$ cat src/rtl/safe_lockstep_router.sv
// Lockstep OBI router for NHARTS cores: independent, DMR (compare) or TMR (vote) routing with drained mode switches.
// Optional feature macro: SAFE_LOCKSTEP_VOTE_EN compiles in the TMR voter and 3-way compare.
package safe_lockstep_pkg;
    typedef struct packed {
        logic        req;
        logic [31:0] addr;
        logic        we;
        logic [3:0]  be;
        logic [31:0] wdata;
    } obi_req_t;

    typedef struct packed {
        logic        gnt;
        logic        rvalid;
        logic [31:0] rdata;
    } obi_resp_t;

    localparam logic [1:0] MODE_INDEP = 2'b00;
    localparam logic [1:0] MODE_DMR   = 2'b01;
    localparam logic [1:0] MODE_TMR   = 2'b10;
endpackage

module safe_lockstep_router
    import safe_lockstep_pkg::*;
#(
    parameter int NHARTS          = 3,
    parameter int MAX_OUTSTANDING = 4,
    parameter int MISMATCH_CNT_W  = 8
) (
    input  logic                      clk_i,
    input  logic                      rst_i,
    input  obi_req_t                  core_instr_req_i  [NHARTS],
    output obi_resp_t                 core_instr_resp_o [NHARTS],
    input  obi_req_t                  core_data_req_i   [NHARTS],
    output obi_resp_t                 core_data_resp_o  [NHARTS],
    output obi_req_t                  bus_instr_req_o   [NHARTS],
    input  obi_resp_t                 bus_instr_resp_i  [NHARTS],
    output obi_req_t                  bus_data_req_o    [NHARTS],
    input  obi_resp_t                 bus_data_resp_i   [NHARTS],
    input  logic                      cfg_req_i,
    input  logic [1:0]                cfg_mode_i,
    input  logic [$clog2(NHARTS)-1:0] cfg_master_i,
    output logic                      cfg_ack_o,
    output logic                      cfg_err_o,
    output logic [1:0]                mode_o,
    output logic [$clog2(NHARTS)-1:0] master_o,
    output logic                      mismatch_o,
    output logic [MISMATCH_CNT_W-1:0] mismatch_cnt_o,
    output logic                      fault_o,
    input  logic                      fault_clr_i
);
    localparam int MW = $clog2(NHARTS);
    localparam int CW = $clog2(MAX_OUTSTANDING + 1);
`ifdef SAFE_LOCKSTEP_VOTE_EN
    localparam bit TMR_OK = (NHARTS >= 3);
`else
    localparam bit TMR_OK = 1'b0;
`endif

    typedef enum logic [1:0] {S_RUN, S_DRAIN, S_SWITCH} state_t;

    state_t                    state_q;
    logic [1:0]                mode_q, pend_mode_q;
    logic [MW-1:0]             master_q, pend_master_q;
    logic                      ack_q, err_q, mismatch_q, fault_q;
    logic [MISMATCH_CNT_W-1:0] cnt_q;
    logic [CW-1:0]             out_q [2][NHARTS];
    logic [CW-1:0]             out_d [2][NHARTS];

    obi_req_t  creq  [2][NHARTS];
    obi_resp_t bresp [2][NHARTS];
    obi_req_t  breq  [2][NHARTS];
    obi_resp_t cresp [2][NHARTS];
    obi_req_t  ref_req [2];
    logic [1:0] any_req, chan_diff;

    logic [MW-1:0]     mst, sh1, sh2, src;
    logic [NHARTS-1:0] part;
    logic              locked, tmr, gate_all, drained, mism_any, inc, dec, cfg_bad;

    function automatic logic [MW-1:0] hart_at(input logic [MW-1:0] base, input int k);
        int t;
        t = (int'(base) + k) % NHARTS;
        return MW'(t);
    endfunction

    function automatic logic differs(input obi_req_t r, input obi_req_t x);
        return (r.req != x.req) || (r.addr != x.addr) || (r.we != x.we) ||
               (r.be != x.be) || ((r.we || x.we) && (r.wdata != x.wdata));
    endfunction

`ifdef SAFE_LOCKSTEP_VOTE_EN
    function automatic obi_req_t vote(input obi_req_t a, input obi_req_t b, input obi_req_t c);
        logic [$bits(obi_req_t)-1:0] va, vb, vc;
        va = a;
        vb = b;
        vc = c;
        return obi_req_t'((va & vb) | (va & vc) | (vb & vc));
    endfunction
`endif

    always_comb begin
        for (int i = 0; i < NHARTS; i++) begin
            creq[0][i]           = core_instr_req_i[i];
            creq[1][i]           = core_data_req_i[i];
            bresp[0][i]          = bus_instr_resp_i[i];
            bresp[1][i]          = bus_data_resp_i[i];
            bus_instr_req_o[i]   = breq[0][i];
            bus_data_req_o[i]    = breq[1][i];
            core_instr_resp_o[i] = cresp[0][i];
            core_data_resp_o[i]  = cresp[1][i];
        end
    end

    always_comb begin
        mst    = master_q;
        sh1    = hart_at(master_q, 1);
        sh2    = hart_at(master_q, 2);
        locked = (mode_q != MODE_INDEP);
`ifdef SAFE_LOCKSTEP_VOTE_EN
        tmr    = (mode_q == MODE_TMR);
`else
        tmr    = 1'b0;
`endif
        for (int i = 0; i < NHARTS; i++)
            part[i] = locked && ((MW'(i) == mst) || (MW'(i) == sh1) || (tmr && (MW'(i) == sh2)));
    end

    // Requests are held off outside RUN so nothing is issued under the outgoing mode.
    always_comb begin
        // NOTE: every signal driven here gets a default first so no latch is inferred.
        gate_all  = (state_q != S_RUN);
        drained   = 1'b1;
        mism_any  = 1'b0;
        inc       = 1'b0;
        dec       = 1'b0;
        src       = '0;
        any_req   = '0;
        chan_diff = '0;
        for (int c = 0; c < 2; c++) begin
            ref_req[c]   = creq[c][mst];
            any_req[c]   = creq[c][mst].req | creq[c][sh1].req | (tmr & creq[c][sh2].req);
            chan_diff[c] = differs(ref_req[c], creq[c][sh1]);
`ifdef SAFE_LOCKSTEP_VOTE_EN
            if (tmr) begin
                ref_req[c]   = vote(creq[c][mst], creq[c][sh1], creq[c][sh2]);
                chan_diff[c] = differs(ref_req[c], creq[c][mst]) | differs(ref_req[c], creq[c][sh1]) |
                               differs(ref_req[c], creq[c][sh2]);
            end
`endif
            if (locked && any_req[c] && chan_diff[c])
                mism_any = 1'b1;

            for (int i = 0; i < NHARTS; i++) begin
                breq[c][i] = creq[c][i];
                if (part[i])
                    breq[c][i] = (MW'(i) == mst) ? ref_req[c] : '0;
                if (gate_all || (out_q[c][i] == CW'(MAX_OUTSTANDING)))
                    breq[c][i].req = 1'b0;

                inc         = breq[c][i].req && bresp[c][i].gnt;
                dec         = bresp[c][i].rvalid && (out_q[c][i] != '0);
                out_d[c][i] = out_q[c][i];
                if (inc && !dec)
                    out_d[c][i] = out_q[c][i] + CW'(1);
                else if (dec && !inc)
                    out_d[c][i] = out_q[c][i] - CW'(1);
                if (out_d[c][i] != '0)
                    drained = 1'b0;
            end

            // Participants all see the master port; gnt is masked wherever req was gated.
            for (int i = 0; i < NHARTS; i++) begin
                src             = part[i] ? mst : MW'(i);
                cresp[c][i]     = bresp[c][src];
                cresp[c][i].gnt = bresp[c][src].gnt & breq[c][src].req;
            end
        end
    end

    assign cfg_bad = (cfg_mode_i == 2'b11) || ((cfg_mode_i == MODE_TMR) && !TMR_OK) ||
                     (int'({1'b0, cfg_master_i}) >= NHARTS);

    always_ff @(posedge clk_i) begin
        if (rst_i) begin
            state_q       <= S_RUN;
            mode_q        <= MODE_INDEP;
            master_q      <= '0;
            pend_mode_q   <= MODE_INDEP;
            pend_master_q <= '0;
            ack_q         <= 1'b0;
            err_q         <= 1'b0;
            mismatch_q    <= 1'b0;
            fault_q       <= 1'b0;
            cnt_q         <= '0;
            // NOTE: the outstanding counters gate traffic, so this small array is reset explicitly.
            for (int c = 0; c < 2; c++)
                for (int i = 0; i < NHARTS; i++)
                    out_q[c][i] <= '0;
        end else begin
            // NOTE: all state here uses non-blocking assignments so every register samples pre-edge values.
            for (int c = 0; c < 2; c++)
                for (int i = 0; i < NHARTS; i++)
                    out_q[c][i] <= out_d[c][i];
            ack_q <= 1'b0;
            err_q <= 1'b0;
            case (state_q)
                S_RUN: begin
                    if (cfg_req_i)
                        state_q <= S_DRAIN;
                end
                S_DRAIN: begin
                    if (drained) begin
                        state_q       <= S_SWITCH;
                        ack_q         <= 1'b1;
                        err_q         <= cfg_bad;
                        pend_mode_q   <= cfg_mode_i;
                        pend_master_q <= cfg_master_i;
                    end
                end
                S_SWITCH: begin
                    state_q <= S_RUN;
                    if (!err_q) begin
                        mode_q   <= pend_mode_q;
                        master_q <= pend_master_q;
                    end
                end
                default: state_q <= S_RUN;
            endcase

            mismatch_q <= mism_any;
            if (fault_clr_i) begin
                fault_q <= mism_any;
                cnt_q   <= mism_any ? MISMATCH_CNT_W'(1) : '0;
            end else if (mism_any) begin
                fault_q <= 1'b1;
                if (cnt_q != '1)
                    cnt_q <= cnt_q + MISMATCH_CNT_W'(1);
            end
        end
    end

    assign cfg_ack_o      = ack_q;
    assign cfg_err_o      = err_q;
    assign mode_o         = mode_q;
    assign master_o       = master_q;
    assign mismatch_o     = mismatch_q;
    assign mismatch_cnt_o = cnt_q;
    assign fault_o        = fault_q;
endmodule
$ cat config.mk
export PLATFORM = sky130hd
export DESIGN_NAME = safe_lockstep_router
export DESIGN_NICKNAME = d
export VERILOG_FILES = /design/src/rtl/safe_lockstep_router.sv
export SDC_FILE = /design/constraint.sdc
export NUM_CORES = 1
export LEC_CHECK = 0
export ABC_AREA = 1
export ABC_CLOCK_PERIOD_IN_PS = 4460
export BUFFER_PORTS_ARGS = -buffer_cell sky130_fd_sc_hd__buf_2
export CORE_AREA = 2 2 501 503
export DETAILED_ROUTE_END_ITERATION = 7
export DIE_AREA = 0 0 503 505
export GPL_TIMING_DRIVEN = 0
export PLACE_DENSITY = 0.32
export SETUP_SLACK_MARGIN = 0.3
export SYNTH_ARGS = -nofsm -noshare
export SYNTH_HDL_FRONTEND = slang
export SYNTH_SLANG_ARGS = --single-unit
$ cat constraint.sdc
create_clock -name clk_i -period 4.46 [get_ports clk_i]
set_clock_uncertainty 0.2 [all_clocks]
set_input_delay 0.446 -clock clk_i [delete_from_list [all_inputs] [get_ports clk_i]]
set_output_delay 0.446 -clock clk_i [all_outputs]
set_load 0.1 [all_outputs]
# == Yosys cells after proc, flatten, opt, wreduce, memory -nomap -nowiden ==
# Memory sizes are Yosys's and may differ from the RTL's.
# Index checks and enable logic that the tools add are counted.
# totals
ram_bits,18
out_inout_bits,640
elab_cells,280
mem_count,1
input_bits,632
ff_bits,22
# mem_list
memory,depth,width,rd,rd_clocked_by_memory_dff,write_ports,line,rtl
out_q,2,9,2,0,2,67,logic [CW-1:0] out_q [2][NHARTS];
# classes
n_lt_le_gt_ge,6
n_reduce_logical,91
bitwise,22
eq_ne,27
n_div,1
add_sub_neg,14
mux,108
# op_table
cell,count
2-to-1 mux 70 bit,32
binary-select mux 70 bit (select 2 bit),10
binary-select mux 34 bit (select 2 bit),6
2-to-1 mux 34 bit,12
!= test 32 bit,4
2-to-1 mux 3 bit,18
nonzero test 3 bit,12
logical AND 1 bit,33
"remainder unit 32 x 3 -> 32 bit, second input constant",1
2-to-1 mux 8 bit,3
logical OR 1 bit,21
2-to-1 mux 1 bit,21
"adder 3 x 1 -> 3 bit, second input constant",6
"equality test 3 bit, second input constant",6
"subtractor 3 x 1 -> 3 bit, second input constant",6
"greater-or-equal comparator 3 bit, second input constant",5
NOT 2 -> 3 bit,5
logical NOT 1 bit,12
2-to-1 mux 2 bit,5
"adder 8 x 1 -> 8 bit, second input constant",1
!= test 4 bit,2
"!= test 8 bit, second input constant",1
OR 1 bit,8
AND reduction 2 bit,4
15 further kinds,35

# == Depth between registers and ports, before layout ==
# Gate-level depths: netlist of run 1.
# logic_depth
ltp_word,21
depth_mapped,30
mapped_depth_nobuf,23

# == Worst setup path before layout of run 1 ==
# No wires, ideal clock.
# synth_path
path_type,reg2out
start,"reg master_q[0], in the netlist master_o[0]"
end,out core_instr_resp_o[15] in the netlist's numbering
path_slack_ns,-1.613
path_buffers,8
t_arrival_ns,5.427
t_required_ns,3.814
path_stages_with_launch,15
path_cell_list,dfxtp_1 buf_6 inv_4 buf_6 buf_2 clkbuf_1 clkbuf_1 ha_1 buf_4 nand2_1 inv_2 nand2_1 clkbuf_1 clkbuf_1 o32ai_1
# synth_rtl
element,line,rtl
start: declaration,64,"logic [MW-1:0] master_q, pend_master_q;"
start signal: assignment,225,master_q <= pend_master_q;
end: declaration,33,"output obi_resp_t core_instr_resp_o [NHARTS],"

# == Worst setup path in the final report of run 1 ==
# layout_path
start,"reg master_q[0], in the netlist master_o[0]"
end,"reg cnt_q[3], in the netlist mismatch_cnt_o[3]"
# layout_between
elab_chain_cells,16
word_cells_on_any_way,48
classes_between,add/sub: 1; div: 1; eq/ne: 10; mux: 14; bitwise: 4; reduce/logical: 18
# layout_rtl
element,line,rtl
adder 2 x 1 -> 3 bit,83,t = (int'(base) + k) % NHARTS;
remainder unit 32 x 3 -> 32 bit,83,
NOT 2 -> 3 bit (not written as such),"142, 143",
binary-select mux 70 bit (select 2 bit),"142, 143",
2-to-1 mux 70 bit (not written as such) (2 in series),"142, 143",
!= test 32 bit / != test 1 bit (equally long branches),88,return (r.req != x.req) || (r.addr != x.addr) || (r.we != x.we) ||
logical OR 1 bit (3 in series),88,
logical OR 1 bit,89,(r.be != x.be) || ((r.we || x.we) && (r.wdata != x.wdata));
logical AND 1 bit,151,if (locked && any_req[c] && chan_diff[c])
2-to-1 mux 1 bit,151,
2-to-1 mux 1 bit *,151,
nonzero test 2 bit (no source line) *,--,
AND reduction 2 bit (no source line) *,--,
end signal: assignment,234,cnt_q <= mism_any ? MISMATCH_CNT_W'(1) : '0;
end signal: assignment,238,cnt_q <= cnt_q + MISMATCH_CNT_W'(1);
end: declaration,66,logic [MISMATCH_CNT_W-1:0] cnt_q;
# Mark *: on every way between the ends. The rest lies on a longest branch, timed or not. The select of a mux whose other input is x is not followed.
# A chain may end at the register's enable or synchronous reset.

==> results of run 1 <==
-- critical path: cells and delay by family (launching register included) --
| family | cells | cell delay (ps) |
|---|---|---|
| flip-flops | 1 | 420 |
| AND/OR/NAND/NOR | 16 | 1810 |
| AO/OA/AOI/OAI | 1 | 120 |
| adder cells (fa/ha/maj) | 1 | 220 |
| buffers and inverters | 10 | 1570 |
-- layout by cell type, fill, tap and decap left out, types with 7 or more instances in the layout --
cell                        netlist  final
sky130_fd_sc_hd__nand2_1       1809   1797
sky130_fd_sc_hd__buf_2          102    869
sky130_fd_sc_hd__inv_1          640    635
sky130_fd_sc_hd__o21ai_0        393    347
sky130_fd_sc_hd__nand3_1        335    333
sky130_fd_sc_hd__nor2_1         349    332
sky130_fd_sc_hd__o22ai_2          0    253
sky130_fd_sc_hd__buf_4           11    219
sky130_fd_sc_hd__buf_6            8    199
sky130_fd_sc_hd__o22ai_4          0    168
sky130_fd_sc_hd__clkbuf_4         0    166
sky130_fd_sc_hd__o22ai_1        552    131
sky130_fd_sc_hd__buf_12           0     70
sky130_fd_sc_hd__clkbuf_2         0     67
sky130_fd_sc_hd__o32ai_4          0     66
sky130_fd_sc_hd__diode_2          0     62
sky130_fd_sc_hd__a21oi_1         48     39
sky130_fd_sc_hd__buf_8            0     38
sky130_fd_sc_hd__dfxtp_1         40     38
sky130_fd_sc_hd__o21ai_1         25     36
sky130_fd_sc_hd__o21ai_2          1     35
sky130_fd_sc_hd__nand4_1         34     34
sky130_fd_sc_hd__ha_1            27     24
sky130_fd_sc_hd__clkbuf_1       204     21
sky130_fd_sc_hd__clkbuf_8         0     20
sky130_fd_sc_hd__o2bb2ai_1       20     20
sky130_fd_sc_hd__clkbuf_16        0     17
sky130_fd_sc_hd__xor2_1          12     12
sky130_fd_sc_hd__nor2_4           3     11
sky130_fd_sc_hd__nand2_2         12     10
sky130_fd_sc_hd__buf_16           0     10
sky130_fd_sc_hd__nor2_2           0      9
sky130_fd_sc_hd__nand2_4          0      8
sky130_fd_sc_hd__nand3_2          5      7
sky130_fd_sc_hd__mux2i_1          7      7
sky130_fd_sc_hd__xnor2_1          7      7
-- area by class of cell --
| cell class | instances | area (µm²) | share of cell area, % |
|---|---|---|---|
| well taps | 3330 | 4170 | 9.55 |
| clock inverters | 3 | 46.3 | 0.106 |
| plain buffers | 357 | 3140 | 7.19 |
| inverters | 649 | 2500 | 5.73 |
| diodes | 62 | 155 | 0.355 |
| clock buffers | 5 | 125 | 0.287 |
| repair buffers | 1339 | 9640 | 22.1 |
| flip-flops and latches | 40 | 808 | 1.85 |
| multi-input cells | 3724 | 23100 | 52.8 |
| repair inverters | 1 | 8.76 | 0.0201 |
-- cells by family after synthesis --
| family | count (synthesis) | share of synthesized area, % |
|---|---|---|
| adders and majority gates | 27 | 1.52 |
| AOI/OAI and AO/OA | 1116 | 29.8 |
| buffers and inverters | 1006 | 18.0 |
| xor gates and xnor gates | 19 | 0.749 |
| muxes | 7 | 0.315 |
| DFF | 40 | 3.60 |
| and+or+nand+nor | 2555 | 45.9 |
-- worst max path at each step --
| stage | start | end | slack, ps | cells after the start |
|---|---|---|---|---|
| global route | master_o[0] | mismatch_cnt_o[1] | -140 | 28 |
| floorplan | master_o[1] | bus_data_req_o[100] | -210 | 12 |
| global placement | master_o[0] | bus_data_req_o[136] | -4850 | 15 |
| CTS | master_o[0] | mismatch_cnt_o[3] | 10 | 27 |
| detailed placement | master_o[0] | bus_data_req_o[46] | -4330 | 15 |
| finish | master_o[0] | mismatch_cnt_o[3] | -50 | 28 |
-- routing by layer --
| metal | vias up | track usage [%] | wire length [µm] | share of wire [%] |
|---|---|---|---|---|
| li1 | 18500 | - | - | - |
| met1 | 21400 | 31.8 | 140000 | 37 |
| met2 | 2900 | 48.8 | 181000 | 48 |
| met3 | 780 | 4.76 | 26100 | 6.9 |
| met4 | 88 | 17.0 | 28500 | 7.6 |
| met5 | - | 0 | 551 | 0.15 |
-- power by group through the flow --
stage | clock network, mW | registers (mW) | logic, mW
after floorplan | 0 | 0.501 | 4.19
after global placement | 0 | 0.499 | 5.79
after detailed placement | 0 | 0.500 | 5.79
after CTS | 0.462 | 0.493 | 5.99
after global routing | 0.476 | 0.503 | 6.47
final | 0.446 | 0.494 | 6.19
-- sequential cells by signal, summed over array words and instances (netlist names) --
register	cells
pend_master_q	2
pend_mode_q	2
state_q	2
fault_o	1
mismatch_o	1
mode_o	2
cfg_ack_o	1
out_q	18
cfg_err_o	1
mismatch_cnt_o	8
master_o	2
-- synthesized netlist by cell type, types with 20 or more instances --
master,n
sky130_fd_sc_hd__nor2_1,349
sky130_fd_sc_hd__buf_2,102
sky130_fd_sc_hd__clkbuf_1,204
sky130_fd_sc_hd__nand4_1,34
sky130_fd_sc_hd__inv_1,640
sky130_fd_sc_hd__buf_1,32
sky130_fd_sc_hd__nand3_1,335
sky130_fd_sc_hd__ha_1,27
sky130_fd_sc_hd__a21oi_1,48
sky130_fd_sc_hd__o2bb2ai_1,20
sky130_fd_sc_hd__nand2_1,1809
sky130_fd_sc_hd__o21ai_0,393
sky130_fd_sc_hd__dfxtp_1,40
sky130_fd_sc_hd__o21ai_1,25
sky130_fd_sc_hd__o32ai_1,66
sky130_fd_sc_hd__o22ai_1,552
-- what timing repair did --
| action | 4_1_cts | 5_1_grt |
|---|---|---|
| buffers inserted | 31 | 17 |
| gates resized for setup | 926 | 743 |
| gates cloned | 2 | 3 |
| endpoints found under the setup margin | 660 | 578 |
| pin swaps | 31 | 34 |
-- through the flow --
stage	power, mW	instance area, µm²
after global routing	7.45	43600
after CTS	6.95	41300
after floorplan	4.69	26800
after detailed placement	6.29	37800
final	7.13	43700
after global placement	6.29	37300
==> metrics.log, run 1 <==
[metrics] result of the run: complete, but fails checks
[metrics] violated checks: negative setup slack
[metrics] area enclosed by the die boundary: 254000 µm²
[metrics] wire length of the first global-routing pass: 464000 µm
[metrics] share of flip-flops with an asynchronous set or reset after synthesis: 0%
[metrics] placeable core area: 248000 µm²
[metrics] power per unit of standard cell area: 163 nW/µm²
[metrics] count of input and output buffers: 1270
[metrics] sequential power share: 6.9%
[metrics] number of max-capacitance violations reported: 0
[metrics] top cells by area, synth: sky130_fd_sc_hd__nand2_1 (31%), sky130_fd_sc_hd__o22ai_1 (16%), sky130_fd_sc_hd__inv_1 (11%)
[metrics] capturing point of the worst reg2reg path: mismatch_cnt_o[3]
[metrics] routed wirelength normalized by instance count: 39.5 µm
[metrics] first-pass iteration count of the detailed router: 8
[metrics] number of buffers on the longest clock path: 2
[metrics] switching power as a share of total power: 68.5%
[metrics] library cell occupying the most area in the post-synthesis netlist: sky130_fd_sc_hd__nand2_1
[metrics] number of cells in the design after placement: 9387
[metrics] post-layout net count: 6776
[metrics] register-to-register setup slack: -50 ps
[metrics] Min-Delay Startpoint: cfg_req_i
[metrics] depth of the most critical reg-to-reg path: 28
[metrics] via/cell ratio: 4.59
[metrics] power spent charging and discharging nets: 4.89 mW
[metrics] area growth from synthesis to layout: 96.4%
[metrics] mean cell area of the mapped netlist: 4.66 µm²
[metrics] cell with the largest stage delay on the worst path: sky130_fd_sc_hd__dfxtp_4
[metrics] pin slew with the least headroom to its limit: 1280 ps
[metrics] number of global-route vias before repair: 41400
[metrics] count of unresolved DRC violations after routing: 0
[metrics] Distinct cells, synth: 36
[metrics] CTS tree: done
[metrics] DP Worst Slack: -4330 ps
[metrics] cell repeated most along the worst path: sky130_fd_sc_hd__nand2_1
[metrics] source of the worst register-to-register timing path: master_o[0]
[metrics] endpoint arrival time on the critical path: 4510 ps
[metrics] final core utilization: 17.6%
[metrics] vias post-DR: 43700
[metrics] clock tree root buffer cell: sky130_fd_sc_hd__clkbuf_16
[metrics] Clock Pin Slew Worst Setup and Hold Paths: 70 ps
[metrics] number of register bits inferred by synthesis: 40
[metrics] share of the synthesized area in the top cell type: 30.6%
[metrics] internal power component: 2.24 mW
[metrics] final max-slew violation count: 0
[metrics] clk sink count: 40
[metrics] number of fillers in the final layout: 29100
[metrics] Slew Limit Headroom: 14.6%
[metrics] aggregate global routing overflow: 0
[metrics] prevailing post-synth register cell: sky130_fd_sc_hd__dfxtp_1
[metrics] Starting DRT DRC Count: 4855
[metrics] period utilisation layout: 101%
[metrics] cell count after synthesis: 4770
[metrics] number of failing hold endpoints at the final stage: 0
[metrics] insertion delay to the later sink of the worst-skew pair: 300 ps
[metrics] fraction of layout instances using a drive strength above 1: 37.4%
[metrics] worst hold slack: 232 ps
[metrics] P_leak: 21.7 nW
[metrics] type of the worst min-delay path: primary input to register
[metrics] end of the worst hold path: state_q[0]
[metrics] remaining antenna violation count: 0
[metrics] type of the setup path with the least slack: register to register
[metrics] number of non-filler instances in the completed layout: 9510
[metrics] crit path capture type: register
[metrics] Yosys Warn Count: 0
[metrics] Hold Buf Count CTS: 0
[metrics] max incr delay on CP: 420 ps
[metrics] number of synthesized flops with an enable pin: 0
[metrics] nets in the synthesized netlist: 5429
[metrics] unrepaired setup endpoints after global routing: yes
[metrics] min Tclk post-route: 4510 ps
[metrics] effective utilization at floorplan: 8.95%
[metrics] worst hold stages: 3
[metrics] Routed Wire Length: 376000 µm
[metrics] VDD IR-drop max: 0.156 mV
[metrics] relative contribution of combinational cells to total power: 86.8%
[metrics] Final Setup Violations: 6
[metrics] die boundary height: 505 µm
[metrics] global placement routability congestion: 0.952
[metrics] part of the Yosys area used for sequential elements: 3.60%
[metrics] maximum number of pins on one net before global-route repair: 15
[metrics] fraction of power consumed by the clock network: 6.3%
[metrics] combined global-route utilization of all metal layers: 28.0%
[metrics] clock buffers created by TritonCTS: 5
[metrics] maximum clock frequency: 0.222 GHz
[metrics] setup_tns: -228 ps
[metrics] horizontal die dimension: 503 µm
[metrics] Max FO, Critical Path: 10
[metrics] setup slack after layout: -52.0 ps
[metrics] Critical Path Source Type: register
[metrics] ports placed on the boundary: 1272
[metrics] required time of the worst setup path: 4460 ps
[metrics] synthesized cell area: 22200 µm²
[metrics] initial antenna violation count: 173
[metrics] Row Count: 183
[metrics] placed wire-length estimate: 306000 µm
[metrics] number of H-tree levels: 2
Note: power is estimated with default switching activity, not from simulation.
==> inputs of run 2 (changes only) <==
--- a/config.mk
+++ b/config.mk
@@ -8,12 +8,13 @@
 export ABC_AREA = 1
 export ABC_CLOCK_PERIOD_IN_PS = 4460
 export BUFFER_PORTS_ARGS = -buffer_cell sky130_fd_sc_hd__buf_2
-export CORE_AREA = 2 2 501 503
+export CELL_PAD_IN_SITES_DETAIL_PLACEMENT = 1
+export CELL_PAD_IN_SITES_GLOBAL_PLACEMENT = 1
+export CORE_AREA = 2 2 498 500
 export DETAILED_ROUTE_END_ITERATION = 7
-export DIE_AREA = 0 0 503 505
+export DIE_AREA = 0 0 500 502
 export GPL_TIMING_DRIVEN = 0
-export PLACE_DENSITY = 0.32
-export SETUP_SLACK_MARGIN = 0.3
+export PLACE_DENSITY = 0.42
 export SYNTH_ARGS = -nofsm -noshare
 export SYNTH_HDL_FRONTEND = slang
 export SYNTH_SLANG_ARGS = --single-unit
==> metrics.log, run 2 (synthesized netlist as in run 1, its figures left out) <==
[metrics] initial antenna violation count: 174 (was 173)
[metrics] period utilisation layout: 99.8% (was 101%)
[metrics] number of H-tree levels: 2 (unchanged)
[metrics] die boundary height: 502 µm (was 505 µm)
[metrics] Routed Wire Length: 384000 µm (was 376000 µm)
[metrics] number of buffers on the longest clock path: 2 (unchanged)
[metrics] power per unit of standard cell area: 169 nW/µm² (was 163 nW/µm²)
[metrics] global placement routability congestion: 0.945 (was 0.952)
[metrics] internal power component: 1.98 mW (was 2.24 mW)
[metrics] Tot Pwr: 6.80 mW (was 7.13 mW)
[metrics] ports placed on the boundary: 1272 (unchanged)
[metrics] pin slew with the least headroom to its limit: 1580 ps (was 1280 ps)
[metrics] vias post-DR: 44100 (was 43700)
[metrics] Critical Path Source Type: register (unchanged)
[metrics] violated checks: max-capacitance violations, max-slew violations (was negative setup slack)
[metrics] P_leak: 20.7 nW (was 21.7 nW)
[metrics] area enclosed by the die boundary: 251000 µm² (was 254000 µm²)
[metrics] routed wirelength normalized by instance count: 40.8 µm (was 39.5 µm)
[metrics] relative contribution of combinational cells to total power: 87.5% (was 86.8%)
[metrics] leading cell types in the layout, fill and taps excluded: sky130_fd_sc_hd__nand2_1 (1788), sky130_fd_sc_hd__buf_2 (1057), sky130_fd_sc_hd__inv_1 (637) (was sky130_fd_sc_hd__nand2_1 (1797), sky130_fd_sc_hd__buf_2 (869), sky130_fd_sc_hd__inv_1 (635))
[metrics] crit path capture type: output pin (was register)
[metrics] CTS tree: done (unchanged)
[metrics] maximum number of pins on one net before global-route repair: 13 (was 15)
[metrics] via/cell ratio: 4.69 (was 4.59)
[metrics] required time of the worst setup path: 3810 ps (was 4460 ps)
[metrics] max FFs per register: 18 (unchanged)
[metrics] number of global-route vias before repair: 43400 (was 41400)
[metrics] min Tclk post-route: 4450 ps (was 4510 ps)
[metrics] worst hold slack: 243 ps (was 232 ps)
[metrics] Clock Pin Slew Worst Setup and Hold Paths: 60 ps (was 70 ps)
[metrics] count of input and output buffers: 1270 (unchanged)
[metrics] Max FO, Critical Path: 10 (unchanged)
[metrics] final core utilization: 16.4% (was 17.6%)
[metrics] register ranked first by flip-flop count: out_q (unchanged)
[metrics] Row Count: 182 (was 183)
[metrics] effective utilization at floorplan: 9.06% (was 8.95%)
[metrics] sequential power share: 7.3% (was 6.9%)
[metrics] power spent charging and discharging nets: 4.82 mW (was 4.89 mW)
[metrics] Final Setup Violations: 0 (was 6)
[metrics] clock tree root buffer cell: sky130_fd_sc_hd__clkbuf_16 (unchanged)
[metrics] count of unresolved DRC violations after routing: 0 (unchanged)
[metrics] type of the worst min-delay path: primary input to register (unchanged)
[metrics] switching power as a share of total power: 70.8% (was 68.5%)
[metrics] area growth from synthesis to layout: 81.1% (was 96.4%)
[metrics] placeable core area: 245000 µm² (was 248000 µm²)
[metrics] most common library cell in the layout ignoring fill and taps: sky130_fd_sc_hd__nand2_1 (unchanged)
[metrics] number of cells in the design after placement: 9272 (was 9387)
[metrics] number of non-filler instances in the completed layout: 9410 (was 9510)
[metrics] maximum clock frequency: 0.225 GHz (was 0.222 GHz)
[metrics] setup_tns: 0 ps (was -228 ps)
[metrics] final max-slew violation count: 11 (was 0)
[metrics] insertion delay to the later sink of the worst-skew pair: 290 ps (was 300 ps)
[metrics] wire length of the first global-routing pass: 476000 µm (was 464000 µm)
[metrics] clock buffers created by TritonCTS: 5 (unchanged)
[metrics] horizontal die dimension: 500 µm (was 503 µm)
[metrics] Slew Limit Headroom: -5.42% (was 14.6%)
[metrics] type of the setup path with the least slack: register to output pin (was register to register)
[metrics] aggregate global routing overflow: 0 (unchanged)
[metrics] fraction of power consumed by the clock network: 5.2% (was 6.3%)
[metrics] setup slack after layout: 9.60 ps (was -52.0 ps)
[metrics] fraction of layout instances using a drive strength above 1: 36.6% (was 37.4%)
[metrics] DP Worst Slack: -3820 ps (was -4330 ps)
[metrics] total placed instance area: 36600 µm² (was 37800 µm²)
[metrics] VDD IR-drop max: 0.147 mV (was 0.156 mV)
[metrics] remaining antenna violation count: 0 (unchanged)
[metrics] register-to-register setup slack: 50 ps (was -50 ps)
[metrics] post-layout net count: 6771 (was 6776)
[metrics] first-pass iteration count of the detailed router: 6 (was 8)
[metrics] design area: 40200 µm² (was 43700 µm²)
[metrics] endpoint arrival time on the critical path: 3800 ps (was 4510 ps)
[metrics] result of the run: complete, but fails checks (unchanged)
[metrics] number of failing hold endpoints at the final stage: 0 (unchanged)
[metrics] Starting DRT DRC Count: 3871 (was 4855)
[metrics] clk sink count: 40 (unchanged)
[metrics] combined global-route utilization of all metal layers: 29.1% (was 28.0%)
[metrics] Hold Buf Count CTS: 0 (unchanged)
[metrics] placed wire-length estimate: 313000 µm (was 306000 µm)
[metrics] number of max-capacitance violations reported: 1 (was 0)
run 2: final cells by class:
class | instances | area (µm²)
antenna | 77 | 193
buffer | 353 | 2960
clock buffer | 7 | 133
clock inverter | 1 | 5.00
fill | 30800 | 205000
inverter | 649 | 2510
multi-input combinational | 3724 | 21700
sequential | 40 | 808
tap | 3220 | 4030
timing repair buffer | 1339 | 7950
run 2: final timing paths:
| path | start | end | cells past startpoint |
|---|---|---|---|
| worst max-delay path | master_o[1] | core_instr_resp_o[80] | 10 |
| worst min-delay path | cfg_req_i | state_q[0] | 3 |
| worst min register to register | fault_o | fault_o | 2 |
| worst max register to register | master_o[1] | mismatch_cnt_o[4] | 21 |
run 2: worst max-delay path, stage by stage, from the launching register on:
cell,delay (ps)
sky130_fd_sc_hd__dfxtp_4,450
sky130_fd_sc_hd__buf_4,160
sky130_fd_sc_hd__nand2_2,130
sky130_fd_sc_hd__inv_2,180
sky130_fd_sc_hd__buf_6,340
sky130_fd_sc_hd__buf_6,330
sky130_fd_sc_hd__nand2_1,270
sky130_fd_sc_hd__clkbuf_2,350
sky130_fd_sc_hd__clkbuf_2,410
sky130_fd_sc_hd__o22ai_2,460
sky130_fd_sc_hd__buf_4,370
run 2: power groups by stage:
stage	Sequential (mW)	Combinational (mW)	Clock [mW]
after global placement	0.499	5.70	0
after global routing	0.507	6.22	0.383
final	0.496	5.95	0.357
after floorplan	0.501	4.10	0
after CTS	0.495	5.91	0.371
after detailed placement	0.503	5.75	0
run 2: what timing repair did:
item | in CTS | in global routing
pin swaps | 17 | 22
setup endpoints to repair | 660 | 124
gates cloned | 1 | 0
gates resized for setup | 861 | 70
setup buffers | 36 | 20
run 2: layer usage:
metal	global-route usage [%]	part of all wire, %
met3	5.06	6.7
met2	49.0	47
met4	19.2	7.8
met1	33.6	39
met5	0	0.15
